$ cat config.mk
export PLATFORM = sky130hd
export DESIGN_NAME = command_dispatcher_flat
export DESIGN_NICKNAME = d
export VERILOG_FILES = /design/src/rtl/command_dispatcher_pkg.sv /design/src/rtl/command_dispatcher_if.sv /design/src/rtl/command_dispatcher_temp_clamp.sv /design/src/rtl/command_dispatcher.sv /design/src/flat_wrapper.sv
export SDC_FILE = /design/constraint.sdc
export NUM_CORES = 1
export LEC_CHECK = 0
export CAP_MARGIN = 30
export CORE_AREA = 2 2 242 244
export DETAILED_ROUTE_END_ITERATION = 8
export DIE_AREA = 0 0 244 246
export PLACE_DENSITY = 0.7
export SLEW_MARGIN = 20
export SYNTH_ARGS = -nofsm -noshare
export SYNTH_HDL_FRONTEND = slang
export SYNTH_HIERARCHICAL = 1
export SYNTH_SLANG_ARGS = --single-unit
$ cat constraint.sdc
create_clock -name clk_clk -period 37.2 [get_ports clk_clk]
set_input_delay 11.16 -clock clk_clk [delete_from_list [all_inputs] [get_ports clk_clk]]
set_output_delay 11.16 -clock clk_clk [all_outputs]
set_load 0.01 [all_outputs]
$ cat src/rtl/command_dispatcher_pkg.sv
// Shared types and constants for the command dispatcher.
//   cmd_type_e : command codes carried in cmd_type[3:0]
//   state_e    : sequencer states
//   FLAG_* / STAT_* : bit positions in flags_out / flags_in
//   HEATER_*   : heater select codes carried in cmd_t[1:0]
package cmd_dispatch_pkg;

  typedef enum logic [3:0] {
    CMD_NOP      = 4'd0,
    CMD_MOVE     = 4'd1,
    CMD_HOME     = 4'd2,
    CMD_SET_TEMP = 4'd3,
    CMD_DWELL    = 4'd4
  } cmd_type_e;

  typedef enum logic [2:0] {
    S_IDLE,
    S_LATCH,
    S_DECODE,
    S_ISSUE,
    S_WAIT,
    S_DWELL,
    S_DONE,
    S_ERROR
  } state_e;

  localparam int FLAG_STROBE   = 0;
  localparam int FLAG_ABORT    = 1;

  localparam int STAT_BUSY     = 0;
  localparam int STAT_DONE     = 1;
  localparam int STAT_ERROR    = 2;

  localparam logic [1:0] HEATER_E0  = 2'd0;
  localparam logic [1:0] HEATER_E1  = 2'd1;
  localparam logic [1:0] HEATER_BED = 2'd2;

endpackage

$ cat src/rtl/command_dispatcher_if.sv
// Motion-executor handshake bundle.
//   mv_valid/mv_ready : request handshake (dispatcher -> executor)
//   mv_home           : 1 = home, 0 = linear move; valid with mv_valid
//   mv_x..mv_f        : move targets, stable while mv_valid is high
//   mv_done           : single-cycle completion pulse from the executor
//   mv_abort          : single-cycle abort pulse to the executor
interface command_dispatcher_if;
  logic        mv_valid;
  logic        mv_ready;
  logic        mv_home;
  logic [31:0] mv_x;
  logic [31:0] mv_y;
  logic [31:0] mv_z;
  logic [31:0] mv_e0;
  logic [31:0] mv_e1;
  logic [31:0] mv_f;
  logic        mv_done;
  logic        mv_abort;

  modport master (
    output mv_valid, mv_home, mv_x, mv_y, mv_z, mv_e0, mv_e1, mv_f, mv_abort,
    input  mv_ready, mv_done
  );

  modport slave (
    input  mv_valid, mv_home, mv_x, mv_y, mv_z, mv_e0, mv_e1, mv_f, mv_abort,
    output mv_ready, mv_done
  );
endinterface

$ cat src/rtl/command_dispatcher_temp_clamp.sv
// Unsigned minimum of a requested temperature and its limit.
//   value  : requested setpoint
//   limit  : maximum allowed setpoint
//   result : min(value, limit)
module temp_clamp #(
  parameter int TEMP_W = 12
) (
  input  logic [TEMP_W-1:0] value,
  input  logic [TEMP_W-1:0] limit,
  output logic [TEMP_W-1:0] result
);
  assign result = (value > limit) ? limit : value;
endmodule

$ cat src/rtl/command_dispatcher.sv
// Sequencer between the HPS command PIO registers and the printer executors.
// A rising edge of flags_out[0] in IDLE latches all cmd_* fields at once,
// then the command is either handed to the motion executor or run locally
// (heater setpoint with clamping, dwell, NOP). Status returns on flags_in.
//   clk_clk, reset_reset_n : clock, async active-low reset
//   cmd_*                  : command PIO fields from the HPS
//   flags_out              : bit0 strobe, bit1 abort (level)
//   flags_in               : bit0 busy, bit1 done, bit2 error, [7:4] last type
//   max_temp_*             : heater limits
//   tick_en                : 1 us enable pulse for dwell counting
//   mv                     : motion executor handshake (master side)
//   tgt_*                  : heater setpoints
module command_dispatcher
  import cmd_dispatch_pkg::*;
#(
  parameter int TEMP_W  = 12,
  parameter int DWELL_W = 32
) (
  input  logic                 clk_clk,
  input  logic                 reset_reset_n,
  input  logic [31:0]          cmd_type,
  input  logic [31:0]          cmd_x,
  input  logic [31:0]          cmd_y,
  input  logic [31:0]          cmd_z,
  input  logic [31:0]          cmd_e0,
  input  logic [31:0]          cmd_e1,
  input  logic [31:0]          cmd_f,
  input  logic [31:0]          cmd_t,
  input  logic [31:0]          cmd_dt,
  input  logic [31:0]          flags_out,
  output logic [31:0]          flags_in,
  input  logic [TEMP_W-1:0]    max_temp_e0,
  input  logic [TEMP_W-1:0]    max_temp_e1,
  input  logic [TEMP_W-1:0]    max_temp_bed,
  input  logic                 tick_en,
  command_dispatcher_if.master mv,
  output logic [TEMP_W-1:0]    tgt_e0,
  output logic [TEMP_W-1:0]    tgt_e1,
  output logic [TEMP_W-1:0]    tgt_bed
);

  state_e               state, state_nxt;
  logic                 strb_q;
  logic                 strobe, abort, strobe_rise;
  logic                 abort_mv, set_temp_wr;
  logic                 busy_q, done_q, error_q;
  logic [3:0]           last_type;
  logic [DWELL_W-1:0]   dwell_cnt;

  // Latched command snapshot, written only in LATCH
  logic [3:0]           lat_type;
  logic [31:0]          lat_x, lat_y, lat_z, lat_e0, lat_e1, lat_f;
  logic [1:0]           lat_heater;
  logic [TEMP_W-1:0]    lat_temp;
  logic [DWELL_W-1:0]   lat_dt;

  logic [TEMP_W-1:0]    limit_sel, temp_clamped;

  // Only some bits of the wide PIO words carry information
  logic                 unused_bits;
  assign unused_bits = ^{cmd_type, cmd_t, cmd_f, cmd_dt, flags_out};

  assign strobe      = flags_out[FLAG_STROBE];
  assign abort       = flags_out[FLAG_ABORT];
  assign strobe_rise = strobe & ~strb_q;

  assign flags_in = {24'd0, last_type, 1'b0, error_q, done_q, busy_q};

  // State register and strobe history
  always_ff @(posedge clk_clk or negedge reset_reset_n) begin
    if (!reset_reset_n) begin
      state  <= S_IDLE;
      strb_q <= 1'b0;
    end else begin
      state  <= state_nxt;
      strb_q <= strobe;
    end
  end

  // Next-state logic; abort takes priority over ready/done/tick
  always_comb begin
    state_nxt   = state;
    abort_mv    = 1'b0;
    set_temp_wr = 1'b0;
    case (state)
      S_IDLE:   if (strobe_rise) state_nxt = S_LATCH;
      S_LATCH:  state_nxt = S_DECODE;
      S_DECODE: begin
        case (lat_type)
          CMD_NOP:            state_nxt = S_DONE;
          CMD_MOVE, CMD_HOME: state_nxt = S_ISSUE;
          CMD_SET_TEMP: begin
            if (lat_heater == 2'd3) begin
              state_nxt = S_ERROR;
            end else begin
              state_nxt   = S_DONE;
              set_temp_wr = 1'b1;
            end
          end
          CMD_DWELL: state_nxt = (lat_dt == '0) ? S_DONE : S_DWELL;
          default:   state_nxt = S_ERROR;
        endcase
      end
      S_ISSUE: begin
        if (abort) begin
          state_nxt = S_ERROR;
          abort_mv  = 1'b1;
        end else if (mv.mv_ready) begin
          state_nxt = S_WAIT;
        end
      end
      S_WAIT: begin
        if (abort) begin
          state_nxt = S_ERROR;
          abort_mv  = 1'b1;
        end else if (mv.mv_done) begin
          state_nxt = S_DONE;
        end
      end
      S_DWELL: begin
        if (abort) state_nxt = S_ERROR;
        else if (tick_en && dwell_cnt == DWELL_W'(1)) state_nxt = S_DONE;
      end
      S_DONE, S_ERROR: if (!strobe) state_nxt = S_IDLE;
      default: state_nxt = S_IDLE;
    endcase
  end

  // Limit selection for the heater addressed by the latched command
  always_comb begin
    limit_sel = max_temp_e0;
    case (lat_heater)
      HEATER_E1:  limit_sel = max_temp_e1;
      HEATER_BED: limit_sel = max_temp_bed;
      default:    limit_sel = max_temp_e0;
    endcase
  end

  temp_clamp #(.TEMP_W(TEMP_W)) u_clamp (
    .value  (lat_temp),
    .limit  (limit_sel),
    .result (temp_clamped)
  );

  // Command snapshot
  always_ff @(posedge clk_clk) begin
    if (state == S_LATCH) begin
      lat_type   <= cmd_type[3:0];
      lat_x      <= cmd_x;
      lat_y      <= cmd_y;
      lat_z      <= cmd_z;
      lat_e0     <= cmd_e0;
      lat_e1     <= cmd_e1;
      lat_f      <= cmd_f;
      lat_heater <= cmd_t[1:0];
      lat_temp   <= cmd_f[TEMP_W-1:0];
      lat_dt     <= cmd_dt[DWELL_W-1:0];
    end
  end

  // Registered outputs, derived from the next state so status and mv_valid
  // change on the same edge as the state itself
  always_ff @(posedge clk_clk or negedge reset_reset_n) begin
    if (!reset_reset_n) begin
      busy_q      <= 1'b0;
      done_q      <= 1'b0;
      error_q     <= 1'b0;
      last_type   <= 4'd0;
      dwell_cnt   <= '0;
      mv.mv_valid <= 1'b0;
      mv.mv_abort <= 1'b0;
      mv.mv_home  <= 1'b0;
      mv.mv_x     <= '0;
      mv.mv_y     <= '0;
      mv.mv_z     <= '0;
      mv.mv_e0    <= '0;
      mv.mv_e1    <= '0;
      mv.mv_f     <= '0;
      tgt_e0      <= '0;
      tgt_e1      <= '0;
      tgt_bed     <= '0;
    end else begin
      busy_q      <= state_nxt inside {S_LATCH, S_DECODE, S_ISSUE, S_WAIT, S_DWELL};
      done_q      <= (state_nxt == S_DONE);
      error_q     <= (state_nxt == S_ERROR);
      mv.mv_valid <= (state_nxt == S_ISSUE);
      mv.mv_abort <= abort_mv;
      if (state == S_LATCH) last_type <= cmd_type[3:0];
      if (state == S_DECODE) begin
        dwell_cnt <= lat_dt;
        if (lat_type == CMD_MOVE || lat_type == CMD_HOME) begin
          mv.mv_home <= (lat_type == CMD_HOME);
          mv.mv_x    <= lat_x;
          mv.mv_y    <= lat_y;
          mv.mv_z    <= lat_z;
          mv.mv_e0   <= lat_e0;
          mv.mv_e1   <= lat_e1;
          mv.mv_f    <= lat_f;
        end
      end
      if (set_temp_wr) begin
        case (lat_heater)
          HEATER_E0:  tgt_e0  <= temp_clamped;
          HEATER_E1:  tgt_e1  <= temp_clamped;
          HEATER_BED: tgt_bed <= temp_clamped;
          default:    tgt_e0  <= tgt_e0;
        endcase
      end
      if (state == S_DWELL && tick_en) dwell_cnt <= dwell_cnt - DWELL_W'(1);
    end
  end

endmodule

$ cat src/flat_wrapper.sv
// flat-port wrapper written by rule: the top's interface ports become plain ports
module command_dispatcher_flat import cmd_dispatch_pkg::*;
#(
  parameter int TEMP_W  = 12,
  parameter int DWELL_W = 32
)
  (clk_clk, reset_reset_n, cmd_type, cmd_x, cmd_y, cmd_z, cmd_e0, cmd_e1, cmd_f, cmd_t, cmd_dt, flags_out, flags_in, max_temp_e0, max_temp_e1, max_temp_bed, tick_en, tgt_e0, tgt_e1, tgt_bed, mv_mv_valid, mv_mv_home, mv_mv_x, mv_mv_y, mv_mv_z, mv_mv_e0, mv_mv_e1, mv_mv_f, mv_mv_abort, mv_mv_ready, mv_mv_done);
  command_dispatcher_if mv_i ();
  input  logic clk_clk;
  input  logic reset_reset_n;
  input  logic [31:0] cmd_type;
  input  logic [31:0] cmd_x;
  input  logic [31:0] cmd_y;
  input  logic [31:0] cmd_z;
  input  logic [31:0] cmd_e0;
  input  logic [31:0] cmd_e1;
  input  logic [31:0] cmd_f;
  input  logic [31:0] cmd_t;
  input  logic [31:0] cmd_dt;
  input  logic [31:0] flags_out;
  output logic [31:0] flags_in;
  input  logic [TEMP_W-1:0] max_temp_e0;
  input  logic [TEMP_W-1:0] max_temp_e1;
  input  logic [TEMP_W-1:0] max_temp_bed;
  input  logic tick_en;
  output logic [TEMP_W-1:0] tgt_e0;
  output logic [TEMP_W-1:0] tgt_e1;
  output logic [TEMP_W-1:0] tgt_bed;
  output wire logic [$bits(mv_i.mv_valid)-1:0] mv_mv_valid;
  output wire logic [$bits(mv_i.mv_home)-1:0] mv_mv_home;
  output wire logic [$bits(mv_i.mv_x)-1:0] mv_mv_x;
  output wire logic [$bits(mv_i.mv_y)-1:0] mv_mv_y;
  output wire logic [$bits(mv_i.mv_z)-1:0] mv_mv_z;
  output wire logic [$bits(mv_i.mv_e0)-1:0] mv_mv_e0;
  output wire logic [$bits(mv_i.mv_e1)-1:0] mv_mv_e1;
  output wire logic [$bits(mv_i.mv_f)-1:0] mv_mv_f;
  output wire logic [$bits(mv_i.mv_abort)-1:0] mv_mv_abort;
  input wire logic [$bits(mv_i.mv_ready)-1:0] mv_mv_ready;
  input wire logic [$bits(mv_i.mv_done)-1:0] mv_mv_done;
  assign mv_mv_valid = mv_i.mv_valid;
  assign mv_mv_home = mv_i.mv_home;
  assign mv_mv_x = mv_i.mv_x;
  assign mv_mv_y = mv_i.mv_y;
  assign mv_mv_z = mv_i.mv_z;
  assign mv_mv_e0 = mv_i.mv_e0;
  assign mv_mv_e1 = mv_i.mv_e1;
  assign mv_mv_f = mv_i.mv_f;
  assign mv_mv_abort = mv_i.mv_abort;
  assign mv_i.mv_ready = mv_mv_ready;
  assign mv_i.mv_done = mv_mv_done;
  command_dispatcher #(.TEMP_W(TEMP_W), .DWELL_W(DWELL_W)) u_core (.clk_clk(clk_clk), .reset_reset_n(reset_reset_n), .cmd_type(cmd_type), .cmd_x(cmd_x), .cmd_y(cmd_y), .cmd_z(cmd_z), .cmd_e0(cmd_e0), .cmd_e1(cmd_e1), .cmd_f(cmd_f), .cmd_t(cmd_t), .cmd_dt(cmd_dt), .flags_out(flags_out), .flags_in(flags_in), .max_temp_e0(max_temp_e0), .max_temp_e1(max_temp_e1), .max_temp_bed(max_temp_bed), .tick_en(tick_en), .mv(mv_i), .tgt_e0(tgt_e0), .tgt_e1(tgt_e1), .tgt_bed(tgt_bed));
endmodule
**Word level (Yosys, flattened, before mapping)**

Index checks and enable logic that the tools add are counted.

- Bits of input ports: 361
- Word-level logic and storage cells: 92
- Flip-flop bits (word level): 516
- Output and inout port bits: 263

- Equal/unequal tests: 22
- Reduce and logical (&&, ||, !) cells: 16
- Bitwise gates (word level): 2
- $lt $le $gt $ge: 1
- Multiplexer cells: 21
- Add/subtract/negate cells: 1

Operator list:

| operator | number |
|---|---|
| 2-to-1 mux 32 bit | 2 |
| == test 32 x 1 -> 1 bit, second input constant | 1 |
| zero test 32 bit | 1 |
| subtractor 32 x 1 -> 32 bit, second input constant | 1 |
| == test 3 bit, second input constant | 8 |
| 2-to-1 mux 3 bit | 8 |
| case mux 12 bit (2 select lines) | 1 |
| case mux 3 bit (7 select lines) | 1 |
| == test 3 x 2 -> 1 bit, second input constant | 4 |
| greater-than comparator 12 bit | 1 |
| 2-to-1 mux 12 bit | 1 |
| case mux 3 bit (4 select lines) | 1 |
| == test 4 x 2 -> 1 bit, second input constant | 2 |
| AND reduction 2 bit | 4 |
| == test 3 x 1 -> 1 bit, second input constant | 2 |
| 2-to-1 mux 1 bit | 6 |
| OR reduction 2 bit | 3 |
| nonzero test 5 bit | 1 |
| == test 2 bit, second input constant | 2 |
| == test 4 x 1 -> 1 bit, second input constant | 1 |
| == test 4 x 3 -> 1 bit, second input constant | 1 |
| zero test 4 bit | 1 |
| zero test 3 bit | 1 |
| == test 2 x 1 -> 1 bit, second input constant | 1 |
| 7 further kinds | 8 |

**Logic depth before layout (Yosys ltp)**

Gate-level depths: netlist of the first run.

- Depth in word-level cells: 7
- Mapped depth: 14
- Depth with buffers taken out: 12

**Modules after synthesis**

The synthesis of the first run kept the hierarchy.

Modules (own cells, without submodules):

| module | area each (sq um) | instances | cells an instance | sequential area each (sq um) |
|---|---|---|---|---|
| command_dispatcher | 18490.2 | 1 | 1085 | 13763.2 |
| temp_clamp | 486.7 | 1 | 55 | 0.0 |

**Worst setup path before layout of the first run**

Ideal clock, no wire load.

- Kind: register to register
- Start: reg u_core.state[2]
- End: reg u_core.last_type[0]
- Path buffers: 1
- Data required time: 37.047 ns
- Setup time: 0.153 ns
- Stages on the path, launching flop included: 4
- Path slack: 17.397 ns
- Clock period less this slack: 19.803 ns
- Arrival time: 19.650 ns
- Cells stage by stage: dfrtp_1 -> clkbuf_1 -> nor3b_1 -> mux2_2

- Word-level cells in the longest chain between the ends: 1

RTL lines:

| item | line | source |
|---|---|---|
| from (decl) | command_dispatcher.sv:42 | `state_e state, state_nxt;` |
| from (signal assigned) | command_dispatcher.sv:75 | `state <= state_nxt;` |
| == test 3 x 1 -> 1 bit | command_dispatcher.sv:188 | `if (state == S_LATCH) last_type <= cmd_type[3:0];` |
| to (signal assigned) | command_dispatcher.sv:188 |  |
| to (decl) | command_dispatcher.sv:47 | `logic [3:0] last_type;` |

Every way passes these cells.
A chain may end at the register's enable or synchronous reset.

**Final worst setup path of the first run**

- Start: in max_temp_bed[1]
- End: reg u_core.tgt_bed[11]

- Word-level cells in the longest chain between the ends: 3

RTL lines:

| item | line | source |
|---|---|---|
| from (decl) | flat_wrapper.sv:24 | `input logic [TEMP_W-1:0] max_temp_bed;` |
| case mux 12 bit (2 select lines) | command_dispatcher.sv:132 | `case (lat_heater)` |
| net u_core.limit_sel[1] | command_dispatcher.sv:57 | `logic [TEMP_W-1:0] limit_sel, temp_clamped;` |
| greater-than comparator 12 bit | command_dispatcher_temp_clamp.sv:12 | `assign result = (value > limit) ? limit : value;` |
| 2-to-1 mux 12 bit | command_dispatcher_temp_clamp.sv:12 |  |
| net u_core.temp_clamped[11] | command_dispatcher.sv:57 |  |
| to (signal assigned) | command_dispatcher.sv:205 | `HEATER_BED: tgt_bed <= temp_clamped;` |
| to (decl) | command_dispatcher.sv:39 | `output logic [TEMP_W-1:0] tgt_bed` |

The timed path passes the listed nets, and every way through them passes these cells.

==> results of run 1 <==
cell families after synthesis:
logic type | count (synthesis) | synth area share [%]
flip-flops | 504 | 72.5
adder cells (fa/ha/maj) | 18 | 1.19
AO/OA/AOI/OAI | 110 | 4.08
AND/OR/NAND/NOR | 170 | 4.79
other | 1 | 0.0198
multiplexers | 246 | 14.8
XOR/XNOR | 1 | 0.0462
buffers and inverters | 90 | 2.56
routing by layer:
metal | part of all wire [%] | up-vias | GRT usage, %
met5 | 0.11 | - | 0
met4 | 3.3 | 8 | 5.36
met3 | 9.6 | 95 | 5.98
met2 | 49 | 480 | 26.0
met1 | 38 | 5793 | 17.7
li1 | - | 5284 | -
area by class of cell:
type | instances | area [sq um]
tap | 765 | 957
timing repair buffer | 528 | 5380
fill | 4974 | 30800
sequential | 504 | 13800
clock buffer | 78 | 1470
antenna | 2 | 5.00
clock inverter | 18 | 111
inverter | 20 | 75.1
multi-input combinational | 570 | 4820
cell usage after synthesis (3+ instances only):
cell type / n
dfrtp_1: 274
edfxtp_1: 230
mux2_2: 185
mux2_1: 50
nor2_1: 45
nand2_1: 36
a21oi_1: 32
buf_4: 31
buf_2: 19
inv_1: 19
ha_1: 18
clkbuf_1: 16
nor4_1: 16
a22oi_1: 14
nand3_1: 13
nand4_1: 11
nor3_1: 11
mux2_4: 10
o211ai_1: 9
nor2b_1: 7
a311oi_1: 6
o21ai_0: 6
nor3b_1: 5
o21a_1: 5
o31ai_1: 5
o221a_2: 4
o311ai_0: 4
a221o_1: 3
buf_1: 3
path summary, 6_finish.rpt:
| check | startpoint | end | slack (ps) | cells past startpoint |
|---|---|---|---|---|
| max | max_temp_bed[1] | u_core/tgt_bed[11] | 23300 | 11 |
| min | u_core/lat_x[19] | u_core/mv.mv_x[19] | 450 | 1 |
| max reg2reg | u_core/lat_heater[0] | u_core/tgt_bed[11] | 33060 | 12 |
| min in group asynchronous | reset_reset_n | u_core/mv.mv_e1[1] | 10510 | 1 |
| max in group asynchronous | reset_reset_n | u_core/last_type[0] | 24970 | 5 |
| min reg2reg | u_core/lat_x[19] | u_core/mv.mv_x[19] | 450 | 1 |
metrics by stage:
step                cells  util [%]  worst slack (ps)  instance area (sq um)  total power, mW
floorplan            1164         -             17400                  19100             1.18
global placement     2380      43.3             22740                  24800             1.47
detailed placement   2384      43.4             22710                  24900             1.50
CTS                  2480      46.2             23320                  26500             2.00
global route         2483      46.3             23170                  26600             2.07
finish               2485      46.3             23300                  26600             1.97
power by group through the flow:
stage / combinational (mW) / clock, mW / sequential, mW
floorplan: 0.242 / 0 / 0.938
finish: 0.623 / 0.482 / 0.866
global route: 0.666 / 0.521 / 0.887
global placement: 0.609 / 0 / 0.865
detailed placement: 0.626 / 0 / 0.874
CTS: 0.630 / 0.499 / 0.867
worst max-delay path: cells and delay by family:
kind            cells  cell delay, ps
fa+ha+maj           1             300
simple gates        1             160
buf+inv             2             530
compound gates      5            1460
mux                 2             740
==> impl_metrics.tcl, run 1 <==
set metrics [dict create \
    cpPeakStageDelay_ps 700 \
    drive_above_1_share_pct 17.8 \
    drc 0 \
    swShare_pct 29.6 \
    cts_sinks 504 \
    synthTopCellsByArea "edfxtp_1 36%, dfrtp_1 36%, mux2_2 11%" \
    powerDensity_nw_per_um2 74.2 \
    worstPathArrival_ps 14340 \
    grt.overflow.total 0 \
    fin_nets 2055 \
    worstSkewPairLatency_ps 570 \
    grt_pass1_wl_um 71600 \
    ys.flop_type "dfrtp_1" \
    coreArea_sq_um 57400 \
    final_common_cell "clkdlybuf4s50_1" \
    avgRoutedWirePerCell_um 19.2 \
    synth_edf_count 230 \
    p_leak_nw 10.5 \
    slew_viol_final 0 \
    fp.dieH_um 246 \
    syn_area_sq_um 19000 \
    first_pass_iters 5 \
    io_buffer_count 510 \
    cts.repair.resized 0 \
    ys_types 68 \
    pwr-share-comb_pct 31.6 \
    synth_top_area_cell "edfxtp_1" \
    synth-seq-cells 504 \
    h-tree-depth 2 \
    rsz0062_at_grt "no" \
    crit_top_cell "mux2_2" \
    power.switching_uw 584 \
    path_cells "clkdlybuf4s50_1, a22oi_1, a21oi_1, inv_1, ha_1, nor2b_1, o211ai_1, a211o_1, a31oi_2, mux2_2, mux2_2" \
    final_hold_viol_count 0 \
    die_area_sq_um 60000 \
    worstHoldPathType "flop to flop" \
    cts_hold_buf 0 \
    post_cts_buffers 0 \
    cts_inserted_buffers 52 \
    p_int_mw 1.39 \
    worstSetupPathType "input pin to flop" \
    root_buffer "clkbuf_16" \
    cts_tree "done" \
    start_kind "input pin" \
    first_iter_violations 627 \
    groute.usage.overall_pct 15.3 \
    cp.required_ps 37650 \
    seqPwrFrac_pct 43.9 \
    num_rows 88 \
    drv_cap 0 \
    worst_pin_slew_ps 962 \
    path_clk_slew_ps 60 \
    vias 11700 \
    crit_path_end_kind "flop" \
    syn_to_final_growth_pct 40.1 \
    grt_start_max_net_pins 186 \
    period_share_pct 37.4 \
    place_congestion 0.840 \
    cp_max_fo 12 \
    finalSetupTns_ps 0 \
    crit_slowest_cell "a31oi_2" \
    async_flop_share_pct 54.4 \
    antenna_found_initial 6 \
    peakVddDrop_mv 0.0506 \
    setup_viol 0 \
    finalCriticalPeriod_ps 13900 \
    outcome "completed" \
    netlist.area_leader.share_pct 36.4 \
    postSynthAreaPerCell_sq_um 16.6 \
    first_global_vias 12400 \
    clock_path_buffers 3 \
    whs_ps 449 \
    ios 624 \
    initial_core_util_pct 33.1 \
    routed_wl_um 47600 \
    relSlewSlack_pct 35.7 \
    p_clk_share_pct 24.5 \
    max_freq_mhz 71.9 \
    vias_per_cell 4.69 \
    ys_warn_count 6 \
    layout_common_cells "509 x clkdlybuf4s50_1, 274 x dfrtp_1, 230 x edfxtp_1" \
    die_w_um 244 \
    ys_seq_area_share_pct 72.5 \
    synth_cells 1140 \
    fin_skew_ps 13.6 \
    dp_hpwl_um 33600 \
    ant_nets 0 \
]
Note: power is estimated with default switching activity, not from simulation.
==> run 2: changes to the inputs <==
- clock period: 37.2 -> 13.9 ns (I/O delays scaled with it)
==> run 2 against run 1 <==
Clock power grew to 2.8 times the previous value. First-iteration DRC count shrank 15%. Critical path type unchanged. Design area grew 0.14%. Highest routed layer unchanged. Flip-flop and latch count is the same. Critical endpoint is now u_core/tgt_e0[7]. Clock skew grew 13 ps. Die area is the same. Largest cell class unchanged. Non-clock buffer count is the same.
==> impl_metrics.tcl, run 2 (same netlist as run 1, synthesis figures left out) <==
set metrics [dict create \
    outcome "completed" \
    pwr-share-comb_pct 31.2 \
    path_cells "clkdlybuf4s50_1, a22oi_1, a21oi_1, inv_1, ha_1, nor2b_1, o211ai_1, a211o_1, a31oi_2, buf_6, mux2_4, mux2_1" \
    antenna_cells 0 \
    worstHoldPathType "flop to flop" \
    slew_viol_final 0 \
    drive_above_1_share_pct 17.8 \
    rsz0062_at_grt "no" \
    initial_core_util_pct 33.1 \
    fin_skew_ps 26.6 \
    ios 624 \
    seqPwrFrac_pct 43.3 \
    layout_common_cells "509 x clkdlybuf4s50_1, 274 x dfrtp_1, 230 x edfxtp_1" \
    p_int_mw 3.77 \
    worstPathArrival_ps 7110 \
    syn_to_final_growth_pct 40.3 \
    vias 11700 \
    drv_cap 0 \
    placedCellCount 2384 \
    cts.repair.resized 0 \
    ant_nets 0 \
    setup_viol 0 \
    groute.usage.overall_pct 15.9 \
    cts_tree "done" \
    fp.dieH_um 246 \
    drc 0 \
    p_leak_nw 10.5 \
    rrSetupSlack_ps 9950 \
    die_w_um 244 \
    cp.required_ps 14370 \
    relSlewSlack_pct 40.9 \
    cts_sinks 504 \
    max_freq_mhz 151 \
    cts_inserted_buffers 53 \
    avgRoutedWirePerCell_um 19.7 \
    final_hold_viol_count 0 \
    worstSetupPathType "input pin to flop" \
    h-tree-depth 2 \
    finalSetupTns_ps 0 \
    cts_hold_buf 0 \
    clock_path_buffers 3 \
    power.switching_mw 1.60 \
    start_kind "input pin" \
    root_buffer "clkbuf_16" \
    powerDensity_nw_per_um2 201 \
    period_share_pct 47.8 \
    num_rows 88 \
    coreArea_sq_um 57400 \
    fin_nets 2056 \
    die_area_sq_um 60000 \
    first_global_vias 12500 \
    routed_wl_um 48900 \
    final_common_cell "clkdlybuf4s50_1" \
    utilization_pct 46.4 \
    vias_per_cell 4.71 \
    first_iter_violations 535 \
    peakVddDrop_mv 0.121 \
    cp_max_fo 7 \
    finalNonFillerCells 2486 \
    swShare_pct 29.8 \
    io_buffer_count 510 \
    critPathTopFamily "compound AO/OA/AOI/OAI gates" \
    worstSkewPairLatency_ps 610 \
    path_clk_slew_ps 60 \
    nFillCells 4927 \
    worst_pin_slew_ps 887 \
    place_congestion 0.849 \
    crit_slowest_cell "clkdlybuf4s50_1" \
    crit_path_end_kind "flop" \
    grt.overflow.total 0 \
    crit_buf_inv 3 \
    cpPeakStageDelay_ps 470 \
    post_cts_buffers 0 \
    p_clk_share_pct 25.5 \
    first_pass_iters 5 \
    grt_start_max_net_pins 76 \
    finalCriticalPeriod_ps 6640 \
    dp_hpwl_um 34700 \
    grt_pass1_wl_um 73500 \
    antenna_found_initial 6 \
]
==> run 2: area by class of cell <==
cell class              count  area [sq um]  share of cell area, %
clock buffers              76          1480                   5.57
clock inverters            23           201                  0.757
inverters                  20          75.1                  0.282
multi-input cells         570          4830                   18.1
flip-flops and latches    504         13800                   51.7
well taps                 765           957                   3.60
repair buffers            528          5310                   19.9
==> run 2: power by group through the flow <==
stage | clock (mW) | sequential, mW | combinational [mW]
2_1_floorplan | 0 | 2.46 | 0.648
3_3_place_gp | 0 | 2.32 | 1.64
3_5_place_dp | 0 | 2.35 | 1.67
4_1_cts | 1.42 | 2.33 | 1.68
5_1_grt | 1.48 | 2.38 | 1.79
6_report | 1.37 | 2.32 | 1.67
==> run 2: metal layers <==
| metal | track usage, % | wire, um | vias up | part of all wire, % |
|---|---|---|---|---|
| met2 | 27.0 | 24400 | 474 | 50 |
| met4 | 6.17 | 1590 | 12 | 3.3 |
| met1 | 18.1 | 18300 | 5845 | 37 |
| met5 | 0 | 83 | - | 0.17 |
| met3 | 6.15 | 4600 | 102 | 9.4 |
| li1 | - | - | 5283 | - |
==> run 2: metrics by stage <==
stage                     power, mW  instance area (sq um)  setup slack, ps  hold slack, ps
final                          5.36                  26600             7260             458
after global placement         3.96                  24800             6460             436
after floorplan                3.11                  19100             3020             432
after global routing           5.65                  26600             7130             468
after CTS                      5.43                  26600             7100             454
after detailed placement       4.02                  24900             6440             445
==> run 2: path summary, 6_finish.rpt <==
path,startpoint,to,cells after the start
min,u_core/lat_z[25],u_core/mv.mv_z[25],1
min reg2reg,u_core/lat_z[25],u_core/mv.mv_z[25],1
max in group asynchronous,reset_reset_n,u_core/dwell_cnt[17],4
max,max_temp_bed[1],u_core/tgt_e0[7],12
max reg2reg,u_core/lat_heater[0],u_core/tgt_e0[7],13
min in group asynchronous,reset_reset_n,u_core/mv.mv_x[9],1
